**src/rtl/axi_lite_pkg.sv**
```systemverilog
// Shared AXI4-Lite definitions: response codes, default widths and the
// initiator FSM encoding.
package axi_lite_pkg;

   localparam int AXI_DATA_W = 32;
   localparam int AXI_ADDR_W = 8;
   localparam int AXI_STRB_W = AXI_DATA_W / 8;

   localparam logic [1:0] RESP_OKAY   = 2'b00;
   localparam logic [1:0] RESP_EXOKAY = 2'b01;
   localparam logic [1:0] RESP_SLVERR = 2'b10;
   localparam logic [1:0] RESP_DECERR = 2'b11;

   localparam logic [2:0] AXI_PROT_DEFAULT = 3'b000;

   typedef enum logic [1:0] {
      ST_IDLE = 2'd0,
      ST_WR   = 2'd1,
      ST_RD   = 2'd2,
      ST_RSP  = 2'd3
   } mst_state_e;

   function automatic logic resp_is_error(input logic [1:0] resp);
      return resp[1];
   endfunction

endpackage

```
**src/rtl/m_axi_lite_master_if.sv**
```systemverilog
// Command/response stream plus AXI4-Lite bus seen by the single-outstanding
// initiator. The master modport is the initiator's view.
interface m_axi_lite_master_if #(
   parameter int DATA_W = axi_lite_pkg::AXI_DATA_W,
   parameter int ADDR_W = axi_lite_pkg::AXI_ADDR_W
);
   localparam int STRB_W = DATA_W / 8;

   logic              cmd_valid;
   logic              cmd_ready;
   logic              cmd_write;
   logic [ADDR_W-1:0] cmd_addr;
   logic [DATA_W-1:0] cmd_wdata;
   logic [STRB_W-1:0] cmd_wstrb;

   logic              rsp_valid;
   logic              rsp_ready;
   logic              rsp_write;
   logic [DATA_W-1:0] rsp_rdata;
   logic [1:0]        rsp_resp;

   logic [ADDR_W-1:0] M_AXI_AWADDR;
   logic [2:0]        M_AXI_AWPROT;
   logic              M_AXI_AWVALID;
   logic              M_AXI_AWREADY;

   logic [DATA_W-1:0] M_AXI_WDATA;
   logic [STRB_W-1:0] M_AXI_WSTRB;
   logic              M_AXI_WVALID;
   logic              M_AXI_WREADY;

   logic [1:0]        M_AXI_BRESP;
   logic              M_AXI_BVALID;
   logic              M_AXI_BREADY;

   logic [ADDR_W-1:0] M_AXI_ARADDR;
   logic [2:0]        M_AXI_ARPROT;
   logic              M_AXI_ARVALID;
   logic              M_AXI_ARREADY;

   logic [DATA_W-1:0] M_AXI_RDATA;
   logic [1:0]        M_AXI_RRESP;
   logic              M_AXI_RVALID;
   logic              M_AXI_RREADY;

   modport master (
      input  cmd_valid, cmd_write, cmd_addr, cmd_wdata, cmd_wstrb,
      output cmd_ready,
      output rsp_valid, rsp_write, rsp_rdata, rsp_resp,
      input  rsp_ready,
      output M_AXI_AWADDR, M_AXI_AWPROT, M_AXI_AWVALID,
      input  M_AXI_AWREADY,
      output M_AXI_WDATA, M_AXI_WSTRB, M_AXI_WVALID,
      input  M_AXI_WREADY,
      input  M_AXI_BRESP, M_AXI_BVALID,
      output M_AXI_BREADY,
      output M_AXI_ARADDR, M_AXI_ARPROT, M_AXI_ARVALID,
      input  M_AXI_ARREADY,
      input  M_AXI_RDATA, M_AXI_RRESP, M_AXI_RVALID,
      output M_AXI_RREADY
   );

   modport slave (
      output cmd_valid, cmd_write, cmd_addr, cmd_wdata, cmd_wstrb,
      input  cmd_ready,
      input  rsp_valid, rsp_write, rsp_rdata, rsp_resp,
      output rsp_ready,
      input  M_AXI_AWADDR, M_AXI_AWPROT, M_AXI_AWVALID,
      output M_AXI_AWREADY,
      input  M_AXI_WDATA, M_AXI_WSTRB, M_AXI_WVALID,
      output M_AXI_WREADY,
      output M_AXI_BRESP, M_AXI_BVALID,
      input  M_AXI_BREADY,
      input  M_AXI_ARADDR, M_AXI_ARPROT, M_AXI_ARVALID,
      output M_AXI_ARREADY,
      output M_AXI_RDATA, M_AXI_RRESP, M_AXI_RVALID,
      input  M_AXI_RREADY
   );

endinterface

```
**src/rtl/m_axi_lite_master.sv**
```systemverilog
// Single-outstanding AXI4-Lite initiator: turns one command into an AW+W+B
// or AR+R transaction and hands back the response.
//
// state   | meaning
// --------+----------------------------------------------------------
// ST_IDLE | cmd_ready high, waiting for a command
// ST_WR   | AW/W offered independently, BREADY high until B arrives
// ST_RD   | AR offered, RREADY high until R arrives
// ST_RSP  | rsp_valid high with frozen response until rsp_ready
module m_axi_lite_master
   import axi_lite_pkg::*;
#(
   parameter int          C_M_AXI_DATA_WIDTH = AXI_DATA_W,
   parameter int          C_M_AXI_ADDR_WIDTH = AXI_ADDR_W,
   parameter int unsigned TIMEOUT_CYCLES     = 1024
) (
   input  logic                   M_AXI_ACLK,
   input  logic                   M_AXI_ARESETn,
   m_axi_lite_master_if.master    bus,
   output logic                   timeout_err
);

   localparam int DW = C_M_AXI_DATA_WIDTH;
   localparam int AW = C_M_AXI_ADDR_WIDTH;
   localparam int SW = DW / 8;

   // Counter only has to reach TIMEOUT_CYCLES-1, where it saturates.
   localparam int          CNT_W    = (TIMEOUT_CYCLES > 1) ? $clog2(TIMEOUT_CYCLES) : 1;
   localparam int unsigned TC_LAST  = (TIMEOUT_CYCLES == 0) ? 0 : TIMEOUT_CYCLES - 1;
   localparam logic [CNT_W-1:0] CNT_LAST = CNT_W'(TC_LAST);
   localparam bit          WDOG_EN  = (TIMEOUT_CYCLES != 0);

   mst_state_e       state_q, state_d;
   logic             awvalid_q, awvalid_d;
   logic             wvalid_q, wvalid_d;
   logic             bready_q, bready_d;
   logic             arvalid_q, arvalid_d;
   logic             rready_q, rready_d;
   logic [AW-1:0]    addr_q, addr_d;
   logic [DW-1:0]    wdata_q, wdata_d;
   logic [SW-1:0]    wstrb_q, wstrb_d;
   logic             rsp_valid_q, rsp_valid_d;
   logic             rsp_write_q, rsp_write_d;
   logic [DW-1:0]    rsp_rdata_q, rsp_rdata_d;
   logic [1:0]       rsp_resp_q, rsp_resp_d;
   logic [CNT_W-1:0] cnt_q, cnt_d;
   logic             timeout_q, timeout_d;

   always_ff @(posedge M_AXI_ACLK or negedge M_AXI_ARESETn) begin
      if (!M_AXI_ARESETn) begin
         state_q     <= ST_IDLE;
         awvalid_q   <= 1'b0;
         wvalid_q    <= 1'b0;
         bready_q    <= 1'b0;
         arvalid_q   <= 1'b0;
         rready_q    <= 1'b0;
         addr_q      <= '0;
         wdata_q     <= '0;
         wstrb_q     <= '0;
         rsp_valid_q <= 1'b0;
         rsp_write_q <= 1'b0;
         rsp_rdata_q <= '0;
         rsp_resp_q  <= RESP_OKAY;
         cnt_q       <= '0;
         timeout_q   <= 1'b0;
      end else begin
         state_q     <= state_d;
         awvalid_q   <= awvalid_d;
         wvalid_q    <= wvalid_d;
         bready_q    <= bready_d;
         arvalid_q   <= arvalid_d;
         rready_q    <= rready_d;
         addr_q      <= addr_d;
         wdata_q     <= wdata_d;
         wstrb_q     <= wstrb_d;
         rsp_valid_q <= rsp_valid_d;
         rsp_write_q <= rsp_write_d;
         rsp_rdata_q <= rsp_rdata_d;
         rsp_resp_q  <= rsp_resp_d;
         cnt_q       <= cnt_d;
         timeout_q   <= timeout_d;
      end
   end

   always_comb begin
      state_d     = state_q;
      awvalid_d   = awvalid_q;
      wvalid_d    = wvalid_q;
      bready_d    = bready_q;
      arvalid_d   = arvalid_q;
      rready_d    = rready_q;
      addr_d      = addr_q;
      wdata_d     = wdata_q;
      wstrb_d     = wstrb_q;
      rsp_valid_d = rsp_valid_q;
      rsp_write_d = rsp_write_q;
      rsp_rdata_d = rsp_rdata_q;
      rsp_resp_d  = rsp_resp_q;
      cnt_d       = cnt_q;
      timeout_d   = timeout_q;

      case (state_q)
         ST_IDLE: begin
            if (bus.cmd_valid) begin
               addr_d  = bus.cmd_addr;
               wdata_d = bus.cmd_wdata;
               wstrb_d = bus.cmd_wstrb;
               cnt_d   = '0;
               if (bus.cmd_write) begin
                  awvalid_d = 1'b1;
                  wvalid_d  = 1'b1;
                  bready_d  = 1'b1;
                  state_d   = ST_WR;
               end else begin
                  arvalid_d = 1'b1;
                  rready_d  = 1'b1;
                  state_d   = ST_RD;
               end
            end
         end

         ST_WR: begin
            // AW and W retire independently, in either order.
            if (awvalid_q && bus.M_AXI_AWREADY) awvalid_d = 1'b0;
            if (wvalid_q && bus.M_AXI_WREADY)   wvalid_d  = 1'b0;
            if (bready_q && bus.M_AXI_BVALID) begin
               awvalid_d   = 1'b0;
               wvalid_d    = 1'b0;
               bready_d    = 1'b0;
               rsp_write_d = 1'b1;
               rsp_rdata_d = '0;
               rsp_resp_d  = bus.M_AXI_BRESP;
               rsp_valid_d = 1'b1;
               state_d     = ST_RSP;
            end
         end

         ST_RD: begin
            if (arvalid_q && bus.M_AXI_ARREADY) arvalid_d = 1'b0;
            if (rready_q && bus.M_AXI_RVALID) begin
               arvalid_d   = 1'b0;
               rready_d    = 1'b0;
               rsp_write_d = 1'b0;
               rsp_rdata_d = bus.M_AXI_RDATA;
               rsp_resp_d  = bus.M_AXI_RRESP;
               rsp_valid_d = 1'b1;
               state_d     = ST_RSP;
            end
         end

         ST_RSP: begin
            if (bus.rsp_ready) begin
               rsp_valid_d = 1'b0;
               state_d     = ST_IDLE;
            end
         end

         default: state_d = ST_IDLE;
      endcase

      // Watchdog only flags; AXI has no way to abort, so the FSM keeps waiting.
      if (state_q == ST_WR || state_q == ST_RD) begin
         if (cnt_q != CNT_LAST) cnt_d = cnt_q + CNT_W'(1);
         if (WDOG_EN && cnt_q == CNT_LAST) timeout_d = 1'b1;
      end
   end

   assign bus.cmd_ready     = (state_q == ST_IDLE);

   assign bus.rsp_valid     = rsp_valid_q;
   assign bus.rsp_write     = rsp_write_q;
   assign bus.rsp_rdata     = rsp_rdata_q;
   assign bus.rsp_resp      = rsp_resp_q;

   assign bus.M_AXI_AWADDR  = addr_q;
   assign bus.M_AXI_AWPROT  = AXI_PROT_DEFAULT;
   assign bus.M_AXI_AWVALID = awvalid_q;
   assign bus.M_AXI_WDATA   = wdata_q;
   assign bus.M_AXI_WSTRB   = wstrb_q;
   assign bus.M_AXI_WVALID  = wvalid_q;
   assign bus.M_AXI_BREADY  = bready_q;
   assign bus.M_AXI_ARADDR  = addr_q;
   assign bus.M_AXI_ARPROT  = AXI_PROT_DEFAULT;
   assign bus.M_AXI_ARVALID = arvalid_q;
   assign bus.M_AXI_RREADY  = rready_q;

   assign timeout_err       = timeout_q;

endmodule

```
**src/flat_wrapper.sv**
```systemverilog
// flat-port wrapper written by rule: the top's interface ports become plain ports
module m_axi_lite_master_flat import axi_lite_pkg::*;
#(
   parameter int          C_M_AXI_DATA_WIDTH = AXI_DATA_W,
   parameter int          C_M_AXI_ADDR_WIDTH = AXI_ADDR_W,
   parameter int unsigned TIMEOUT_CYCLES     = 1024
)
  (M_AXI_ACLK, M_AXI_ARESETn, timeout_err, bus_cmd_valid, bus_cmd_write, bus_cmd_addr, bus_cmd_wdata, bus_cmd_wstrb, bus_cmd_ready, bus_rsp_valid, bus_rsp_write, bus_rsp_rdata, bus_rsp_resp, bus_rsp_ready, bus_M_AXI_AWADDR, bus_M_AXI_AWPROT, bus_M_AXI_AWVALID, bus_M_AXI_AWREADY, bus_M_AXI_WDATA, bus_M_AXI_WSTRB, bus_M_AXI_WVALID, bus_M_AXI_WREADY, bus_M_AXI_BRESP, bus_M_AXI_BVALID, bus_M_AXI_BREADY, bus_M_AXI_ARADDR, bus_M_AXI_ARPROT, bus_M_AXI_ARVALID, bus_M_AXI_ARREADY, bus_M_AXI_RDATA, bus_M_AXI_RRESP, bus_M_AXI_RVALID, bus_M_AXI_RREADY);
  m_axi_lite_master_if #(.DATA_W(32), .ADDR_W(8)) bus_i ();
  input  logic M_AXI_ACLK;
  input  logic M_AXI_ARESETn;
  output logic timeout_err;
  input wire logic [$bits(bus_i.cmd_valid)-1:0] bus_cmd_valid;
  input wire logic [$bits(bus_i.cmd_write)-1:0] bus_cmd_write;
  input wire logic [$bits(bus_i.cmd_addr)-1:0] bus_cmd_addr;
  input wire logic [$bits(bus_i.cmd_wdata)-1:0] bus_cmd_wdata;
  input wire logic [$bits(bus_i.cmd_wstrb)-1:0] bus_cmd_wstrb;
  output wire logic [$bits(bus_i.cmd_ready)-1:0] bus_cmd_ready;
  output wire logic [$bits(bus_i.rsp_valid)-1:0] bus_rsp_valid;
  output wire logic [$bits(bus_i.rsp_write)-1:0] bus_rsp_write;
  output wire logic [$bits(bus_i.rsp_rdata)-1:0] bus_rsp_rdata;
  output wire logic [$bits(bus_i.rsp_resp)-1:0] bus_rsp_resp;
  input wire logic [$bits(bus_i.rsp_ready)-1:0] bus_rsp_ready;
  output wire logic [$bits(bus_i.M_AXI_AWADDR)-1:0] bus_M_AXI_AWADDR;
  output wire logic [$bits(bus_i.M_AXI_AWPROT)-1:0] bus_M_AXI_AWPROT;
  output wire logic [$bits(bus_i.M_AXI_AWVALID)-1:0] bus_M_AXI_AWVALID;
  input wire logic [$bits(bus_i.M_AXI_AWREADY)-1:0] bus_M_AXI_AWREADY;
  output wire logic [$bits(bus_i.M_AXI_WDATA)-1:0] bus_M_AXI_WDATA;
  output wire logic [$bits(bus_i.M_AXI_WSTRB)-1:0] bus_M_AXI_WSTRB;
  output wire logic [$bits(bus_i.M_AXI_WVALID)-1:0] bus_M_AXI_WVALID;
  input wire logic [$bits(bus_i.M_AXI_WREADY)-1:0] bus_M_AXI_WREADY;
  input wire logic [$bits(bus_i.M_AXI_BRESP)-1:0] bus_M_AXI_BRESP;
  input wire logic [$bits(bus_i.M_AXI_BVALID)-1:0] bus_M_AXI_BVALID;
  output wire logic [$bits(bus_i.M_AXI_BREADY)-1:0] bus_M_AXI_BREADY;
  output wire logic [$bits(bus_i.M_AXI_ARADDR)-1:0] bus_M_AXI_ARADDR;
  output wire logic [$bits(bus_i.M_AXI_ARPROT)-1:0] bus_M_AXI_ARPROT;
  output wire logic [$bits(bus_i.M_AXI_ARVALID)-1:0] bus_M_AXI_ARVALID;
  input wire logic [$bits(bus_i.M_AXI_ARREADY)-1:0] bus_M_AXI_ARREADY;
  input wire logic [$bits(bus_i.M_AXI_RDATA)-1:0] bus_M_AXI_RDATA;
  input wire logic [$bits(bus_i.M_AXI_RRESP)-1:0] bus_M_AXI_RRESP;
  input wire logic [$bits(bus_i.M_AXI_RVALID)-1:0] bus_M_AXI_RVALID;
  output wire logic [$bits(bus_i.M_AXI_RREADY)-1:0] bus_M_AXI_RREADY;
  assign bus_i.cmd_valid = bus_cmd_valid;
  assign bus_i.cmd_write = bus_cmd_write;
  assign bus_i.cmd_addr = bus_cmd_addr;
  assign bus_i.cmd_wdata = bus_cmd_wdata;
  assign bus_i.cmd_wstrb = bus_cmd_wstrb;
  assign bus_cmd_ready = bus_i.cmd_ready;
  assign bus_rsp_valid = bus_i.rsp_valid;
  assign bus_rsp_write = bus_i.rsp_write;
  assign bus_rsp_rdata = bus_i.rsp_rdata;
  assign bus_rsp_resp = bus_i.rsp_resp;
  assign bus_i.rsp_ready = bus_rsp_ready;
  assign bus_M_AXI_AWADDR = bus_i.M_AXI_AWADDR;
  assign bus_M_AXI_AWPROT = bus_i.M_AXI_AWPROT;
  assign bus_M_AXI_AWVALID = bus_i.M_AXI_AWVALID;
  assign bus_i.M_AXI_AWREADY = bus_M_AXI_AWREADY;
  assign bus_M_AXI_WDATA = bus_i.M_AXI_WDATA;
  assign bus_M_AXI_WSTRB = bus_i.M_AXI_WSTRB;
  assign bus_M_AXI_WVALID = bus_i.M_AXI_WVALID;
  assign bus_i.M_AXI_WREADY = bus_M_AXI_WREADY;
  assign bus_i.M_AXI_BRESP = bus_M_AXI_BRESP;
  assign bus_i.M_AXI_BVALID = bus_M_AXI_BVALID;
  assign bus_M_AXI_BREADY = bus_i.M_AXI_BREADY;
  assign bus_M_AXI_ARADDR = bus_i.M_AXI_ARADDR;
  assign bus_M_AXI_ARPROT = bus_i.M_AXI_ARPROT;
  assign bus_M_AXI_ARVALID = bus_i.M_AXI_ARVALID;
  assign bus_i.M_AXI_ARREADY = bus_M_AXI_ARREADY;
  assign bus_i.M_AXI_RDATA = bus_M_AXI_RDATA;
  assign bus_i.M_AXI_RRESP = bus_M_AXI_RRESP;
  assign bus_i.M_AXI_RVALID = bus_M_AXI_RVALID;
  assign bus_M_AXI_RREADY = bus_i.M_AXI_RREADY;
  m_axi_lite_master #(.C_M_AXI_DATA_WIDTH(C_M_AXI_DATA_WIDTH), .C_M_AXI_ADDR_WIDTH(C_M_AXI_ADDR_WIDTH), .TIMEOUT_CYCLES(TIMEOUT_CYCLES)) u_core (.M_AXI_ACLK(M_AXI_ACLK), .M_AXI_ARESETn(M_AXI_ARESETn), .bus(bus_i), .timeout_err(timeout_err));
endmodule
```
**config.mk**
```make
export PLATFORM = sky130hd
export DESIGN_NAME = m_axi_lite_master_flat
export DESIGN_NICKNAME = d
export VERILOG_FILES = /design/src/rtl/axi_lite_pkg.sv /design/src/rtl/m_axi_lite_master_if.sv /design/src/rtl/m_axi_lite_master.sv /design/src/flat_wrapper.sv
export SDC_FILE = /design/constraint.sdc
export NUM_CORES = 1
export LEC_CHECK = 0
export ABC_AREA = 1
export CAP_MARGIN = 25
export CELL_PAD_IN_SITES_DETAIL_PLACEMENT = 2
export CELL_PAD_IN_SITES_GLOBAL_PLACEMENT = 2
export CORE_UTILIZATION = 33
export DETAILED_ROUTE_END_ITERATION = 16
export DONT_BUFFER_PORTS = 1
export PLACE_DENSITY_LB_ADDON = 0.12
export RECOVER_POWER = 100
export SYNTH_ARGS = -nofsm -noshare
export SYNTH_HDL_FRONTEND = slang
export SYNTH_SLANG_ARGS = --single-unit
```
**constraint.sdc**
```tcl
create_clock -name M_AXI_ACLK -period 1.5 [get_ports M_AXI_ACLK]
set_input_delay 0.075 -clock M_AXI_ACLK [delete_from_list [all_inputs] [get_ports M_AXI_ACLK]]
set_output_delay 0.075 -clock M_AXI_ACLK [all_outputs]
set_load 0.1 [all_outputs]
```
* Yosys cells after proc, flatten, opt, wreduce, memory -nomap -nowiden
Index checks and enable logic that the tools add are counted.
** Word-level totals
- Register bits after elaboration :: 98
- Bits in latches :: 0
- RAM bits :: 0
- Memory bits (read-only) :: 0
- Input bits :: 90
- Logic and storage cells :: 89
- Memories kept :: 0
** Cells by class
- $add $sub $neg :: 1
- Multiply operators :: 0
- Div/mod/pow operators :: 0
- Order comparisons :: 0
- Equality and inequality tests :: 14
- Shift-type cells :: 0
- Mux-type cells :: 38
- Bitwise gates (word level) :: 0
- Reduce and logical (&&, ||, !) cells :: 21
** Operator list (count)
- $mux W32 :: 2
- $pmux W32 S2 :: 1
- $mux W10 :: 4
- $reduce_and A4 Y1 :: 7
- $mux W1 :: 15
- $mux W2 :: 7
- $pmux W1 S2 :: 6
- $add A10 B1 Y10 const B :: 1
- $eq A10 B10 Y1 const B :: 1
- $ne A10 B10 Y1 const B :: 1
- $ne A3 B1 Y1 const B :: 3
- $ne A2 B2 Y1 const B :: 4
- $pmux W2 S4 :: 1
- $reduce_bool A2 Y1 :: 3
- $logic_and A1 B1 Y1 :: 5
- $eq A2 B2 Y1 const B :: 2
- $ne A2 B1 Y1 const B :: 2
- $pmux W2 S2 :: 1
- $reduce_and A2 Y1 :: 2
- $pmux W1 S3 :: 1
- $reduce_and A3 Y1 :: 1
- $reduce_bool A3 Y1 :: 1
- $eq A2 B1 Y1 const B :: 1
- $logic_not A2 Y1 :: 1
- $logic_or A1 B1 Y1 :: 1

* Depth between registers and ports, before layout
- Word-level depth :: 4
- Gate-level depth with buffers :: 10
- Gate-level depth less buffers :: 9

* Worst setup path before layout
Ideal clock, no wire load.
- Path type :: reg2reg
- From :: reg u_core.state_q[0]
- To :: reg u_core.addr_q[0], in the netlist u_core.bus.M_AXI_ARADDR[0]
- Library setup time :: 126 ps
- Arrival :: 2070 ps
- Data required time :: 1374 ps
- Slack :: -696 ps
- Cell stages (with the launch flop) :: 6
- Buffers on the path :: 1
- Clock period less this slack :: 2196 ps
- Cells stage by stage :: dfrtp_1 -> inv_1 -> ha_1 -> nand2_2 -> buf_2 -> mux2_2
** On the way
- Longest elaborated chain between the ends :: 2
** Ends and longest elaborated chain
- start, declared :: line m_axi_lite_master.sv:33 : mst_state_e state_q, state_d;
- start signal, assigned :: line m_axi_lite_master.sv:67 : state_q <= state_d;
- $logic_not A2 Y1
- via bus_cmd_ready :: line flat_wrapper.sv:18 : output wire logic [$bits(bus_i.cmd_ready)-1:0] bus_cmd_ready;
- $reduce_and A2 Y1 (no source line)
- end signal, assigned :: line m_axi_lite_master.sv:73 : addr_q <= addr_d;
- end, declared :: line m_axi_lite_master.sv:39 : logic [AW-1:0] addr_q, addr_d;
The timed path passes the listed nets, and every way through them passes these cells.
A chain may end at the register's enable or synchronous reset.

* Final worst setup path
- From :: reg u_core.state_q[1]
- To :: reg u_core.rsp_rdata_q[10], in the netlist u_core.bus.rsp_rdata[10]
** On the way
- Longest elaborated chain between the ends :: 3
** Ends and longest elaborated chain
- $eq A2 B1 Y1 / $eq A2 B2 Y1 (equally long branches) :: line m_axi_lite_master.sv:102 : case (state_q)
- $ne A2 B1 Y1 (no source line) / $reduce_bool A2 Y1 (equally long branches)
- $reduce_and A3 Y1 (no source line)
- end signal, assigned :: line m_axi_lite_master.sv:78 : rsp_rdata_q <= rsp_rdata_d;
- end, declared :: line m_axi_lite_master.sv:44 : logic [DW-1:0] rsp_rdata_q, rsp_rdata_d;
Parallel ways exist; a longest one is shown, timed or not.

==> results by group <==
Status
  – Status: finished, violations left
  – Failing checks: hold timing, setup timing

Clock network
  – CTS Sinks: 98
  – # H-tree levels: 3
  – TritonCTS buffer count: 9
  – CTS max path bufs: 2
  – Reg clk slew, reported paths: 0.07 ns
  – Clock latency on the worst-skew pair: 0.36 ns
  – CTS tree: built
  – Clock root buffer: clkbuf_16

Global routing
  – Total GRT Usage: 27.1%
  – Largest net degree at the start of global routing: 99
  – Initial antenna violation count: 1
  – GRT overflow: 0
  – First-pass GRT wire length: 26300 um
  – Vias in the first global route: 4330

Timing
  – RSZ-0062 raised after global routing: yes
  – Slew headroom: 57.6%
  – Clock skew: 0.00765 ns
  – Fmax: 593 MHz
  – Slew @ Worst Pin: 0.640 ns
  – Setup ws final: -0.187 ns
  – Min Hold Slack: -0.601 ns
  – Final count of negative-setup-slack endpoints: 63
  – Fin. Hold Viols: 98
  – Final period utilization: 112%
  – Sum Neg Setup Slack: -1.88 ns
  – Max Slew Vio Count: 0
  – Post-layout min period: 1.69 ns

Synth
  – Mapped Cells: 412
  – Avg Inst Size Synth: 10.4 um^2
  – Main area contributors after synthesis: dfrtp_1, nand2_1, mux2_2
  – Yosys top cell by area: dfrtp_1
  – Warnings from Yosys: 0
  – Synth Register Bits: 98
  – Area share of the largest cell type after synthesis: 57.3%
  – Synthesized cell area: 4280 um^2
  – Sequential area share after synthesis: 57.3%
  – Count of cell types in the netlist: 28

Drt
  – Via density per instance: 4.98
  – Vias: 3967
  – DRC viols: 0
  – WL final: 22900 um
  – Post-DR wirelength/cell: 28.8 um
  – DRT iter0 DRCs: 129
  – Post-route ant nets: 0
  – DR pass1 iterations: 4

Final layout
  – Multi-input logic area: 1830 um^2
  – Seq. cell area: 2470 um^2
  – Layout cells sized above 1: 46.2%
  – Fill cells: 1329
  – Post-route cell area: 6740 um^2
  – Synthesis-to-finish area growth: 57.5%
  – Nets: 714

Hold path
  – Worst hold path type: in -> async

Job
  – Maxcap violations: 0

Floorplan
  – I/O pin count: 191
  – Die Span Y: 116 um
  – # rows: 41
  – Core area: 12600 um^2
  – Die area: 13400 um^2
  – Die Wd: 116 um
  – Starting Density: 33.9%

Setup path
  – Crit path launch type: flop
  – CP Buf/Inv Count: 4
  – CP Cell Sequence: inv_4 -> ha_4 -> nand2_2 -> nand2_4 -> inv_4 -> nand2_2 -> inv_4 -> buf_6 -> nand2_1 -> nand2_2
  – Worst Setup SP: u_core.state_q[1]$_DFFE_PN0P_
  – Delay-heaviest family, CP: simple AND/OR/NAND/NOR gates
  – WP data arrival: 1.97 ns
  – Crit-path max FO: 8
  – Slowest-stage cell, CP: dfrtp_2
  – FF-to-FF Start: u_core.state_q[1]$_DFFE_PN0P_
  – Critical path class: reg -> reg
  – Worst path max stage delay: 0.42 ns
  – Instance count on the critical path: 10
  – Worst Path Required: 1.79 ns
  – Cell count of the worst reg-to-reg path: 10
  – Crit path capture type: flop

Place
  – GPL Wtd Cong: 0.739
  – Placed cell area: 5290 um^2
  – Post-DP HPWL: 9330 um
  – # port buffers: 0
==> cell type report <==
| class | instances | area share, % |
|---|---|---|
| well taps | 172 | 3.20 |
| flip-flops and latches | 98 | 36.7 |
| inverters | 22 | 1.47 |
| repair buffers | 217 | 27.2 |
| multi-input cells | 271 | 27.2 |
| clock inverters | 1 | 0.111 |
| diodes | 1 | 0.0372 |
| clock buffers | 15 | 4.12 |
==> layout by cell type (no fill, tap or decap), types with 6 or more instances in the layout <==
cell and n:
clkbuf_2 78, clkbuf_4 8, conb_1 6, clkbuf_16 15
inv_1 15, dlygate4sd3_1 83, nor2_1 14, o21ai_0 9
nand3_1 6, dfrtp_1 85, dfrtp_2 13, buf_4 32
o21ai_2 6, mux2_2 44, nand2_4 12, nand2_1 97
nand2_2 37
==> sequential cells by signal, indices dropped and copies added (netlist names) <==
signal,count
u_core.bus.rsp_valid,1
u_core.bus.M_AXI_BREADY,1
u_core.bus.rsp_write,1
u_core.bus.rsp_resp,2
u_core.bus.M_AXI_ARADDR,8
u_core.cnt_q,10
u_core.bus.M_AXI_ARVALID,1
u_core.bus.M_AXI_WVALID,1
u_core.timeout_err,1
u_core.bus.M_AXI_RREADY,1
u_core.state_q,2
u_core.bus.rsp_rdata,32
u_core.bus.M_AXI_WSTRB,4
u_core.bus.M_AXI_AWVALID,1
u_core.bus.M_AXI_WDATA,32
==> Yosys cell counts (all sizes together) <==
cell type,n
nand2,147
dfrtp,98
mux2,44
buf,26
inv,22
o21ai,21
nor2,18
nand3,8
a21oi,5
ha,5
nor3,3
or2,3
xor2,3
a31oi,2
nand4,2
o211ai,2
and2,1
conb,1
o21bai,1
==> logic make-up (layout without fill, tap and decap cells) <==
group	after synthesis	count (layout)	share of synthesized area (%)
and+or+nand+nor	182	182	17.6
buffers and inverters	48	255	7.14
AOI/OAI and AO/OA	31	31	4.13
other	1	7	0.0877
muxes	44	44	11.6
adders and majority gates	5	5	1.46
xor gates and xnor gates	3	3	0.615
DFF	98	98	57.3
==> path summary, 6_finish.rpt <==
check	to	slack [ns]
max in group asynchronous	u_core.bus.M_AXI_ARADDR[6]$_DFFE_PN0P_	1.92
hold reg to reg	u_core.bus.rsp_rdata[8]$_DFFE_PN0P_	0.51
min in group M_AXI_ACLK	u_core.bus.rsp_resp[1]$_DFFE_PN0P_	0.01
hold / removal	u_core.bus.rsp_rdata[10]$_DFFE_PN0P_	-0.60
setup reg to reg	u_core.bus.rsp_rdata[10]$_DFFE_PN0P_	-0.19
setup / recovery	u_core.bus.rsp_rdata[10]$_DFFE_PN0P_	-0.19
==> stage by stage <==
step / instances / hold WS, ns / utilization [%] / setup WS, ns
floorplan: 417 / -0.221 / - / -0.0189
global placement: 674 / -0.218 / 41.9 / -0.00691
detailed placement: 674 / -0.218 / 41.9 / -0.141
CTS: 772 / -0.591 / 51.0 / -0.0409
global route: 797 / -0.607 / 53.4 / -0.205
finish: 797 / -0.601 / 53.4 / -0.187
==> routing by layer <==
layer  vias to the layer above  share of wire [%]  global-route usage [%]
met5                         -                  0                       0
met3                        68                4.9                    5.44
met1                      2013                 37                    28.1
met2                       176                 53                    51.4
li1                       1710                  -                       -
met4                         0                5.8                    13.7
==> timing repair <==
action | in CTS | in global routing
buffers inserted | 0 | 16
setup endpoints to repair | 34 | 95
pin swaps | 0 | 29
gates cloned | 0 | 7
endpoints found under the hold margin | 182 | 99
hold buffers | 82 | 1
gates resized for setup | 14 | 97
Power is not shown: default switching activity piles up to over one toggle a cycle in this logic, so the estimate is an artifact.
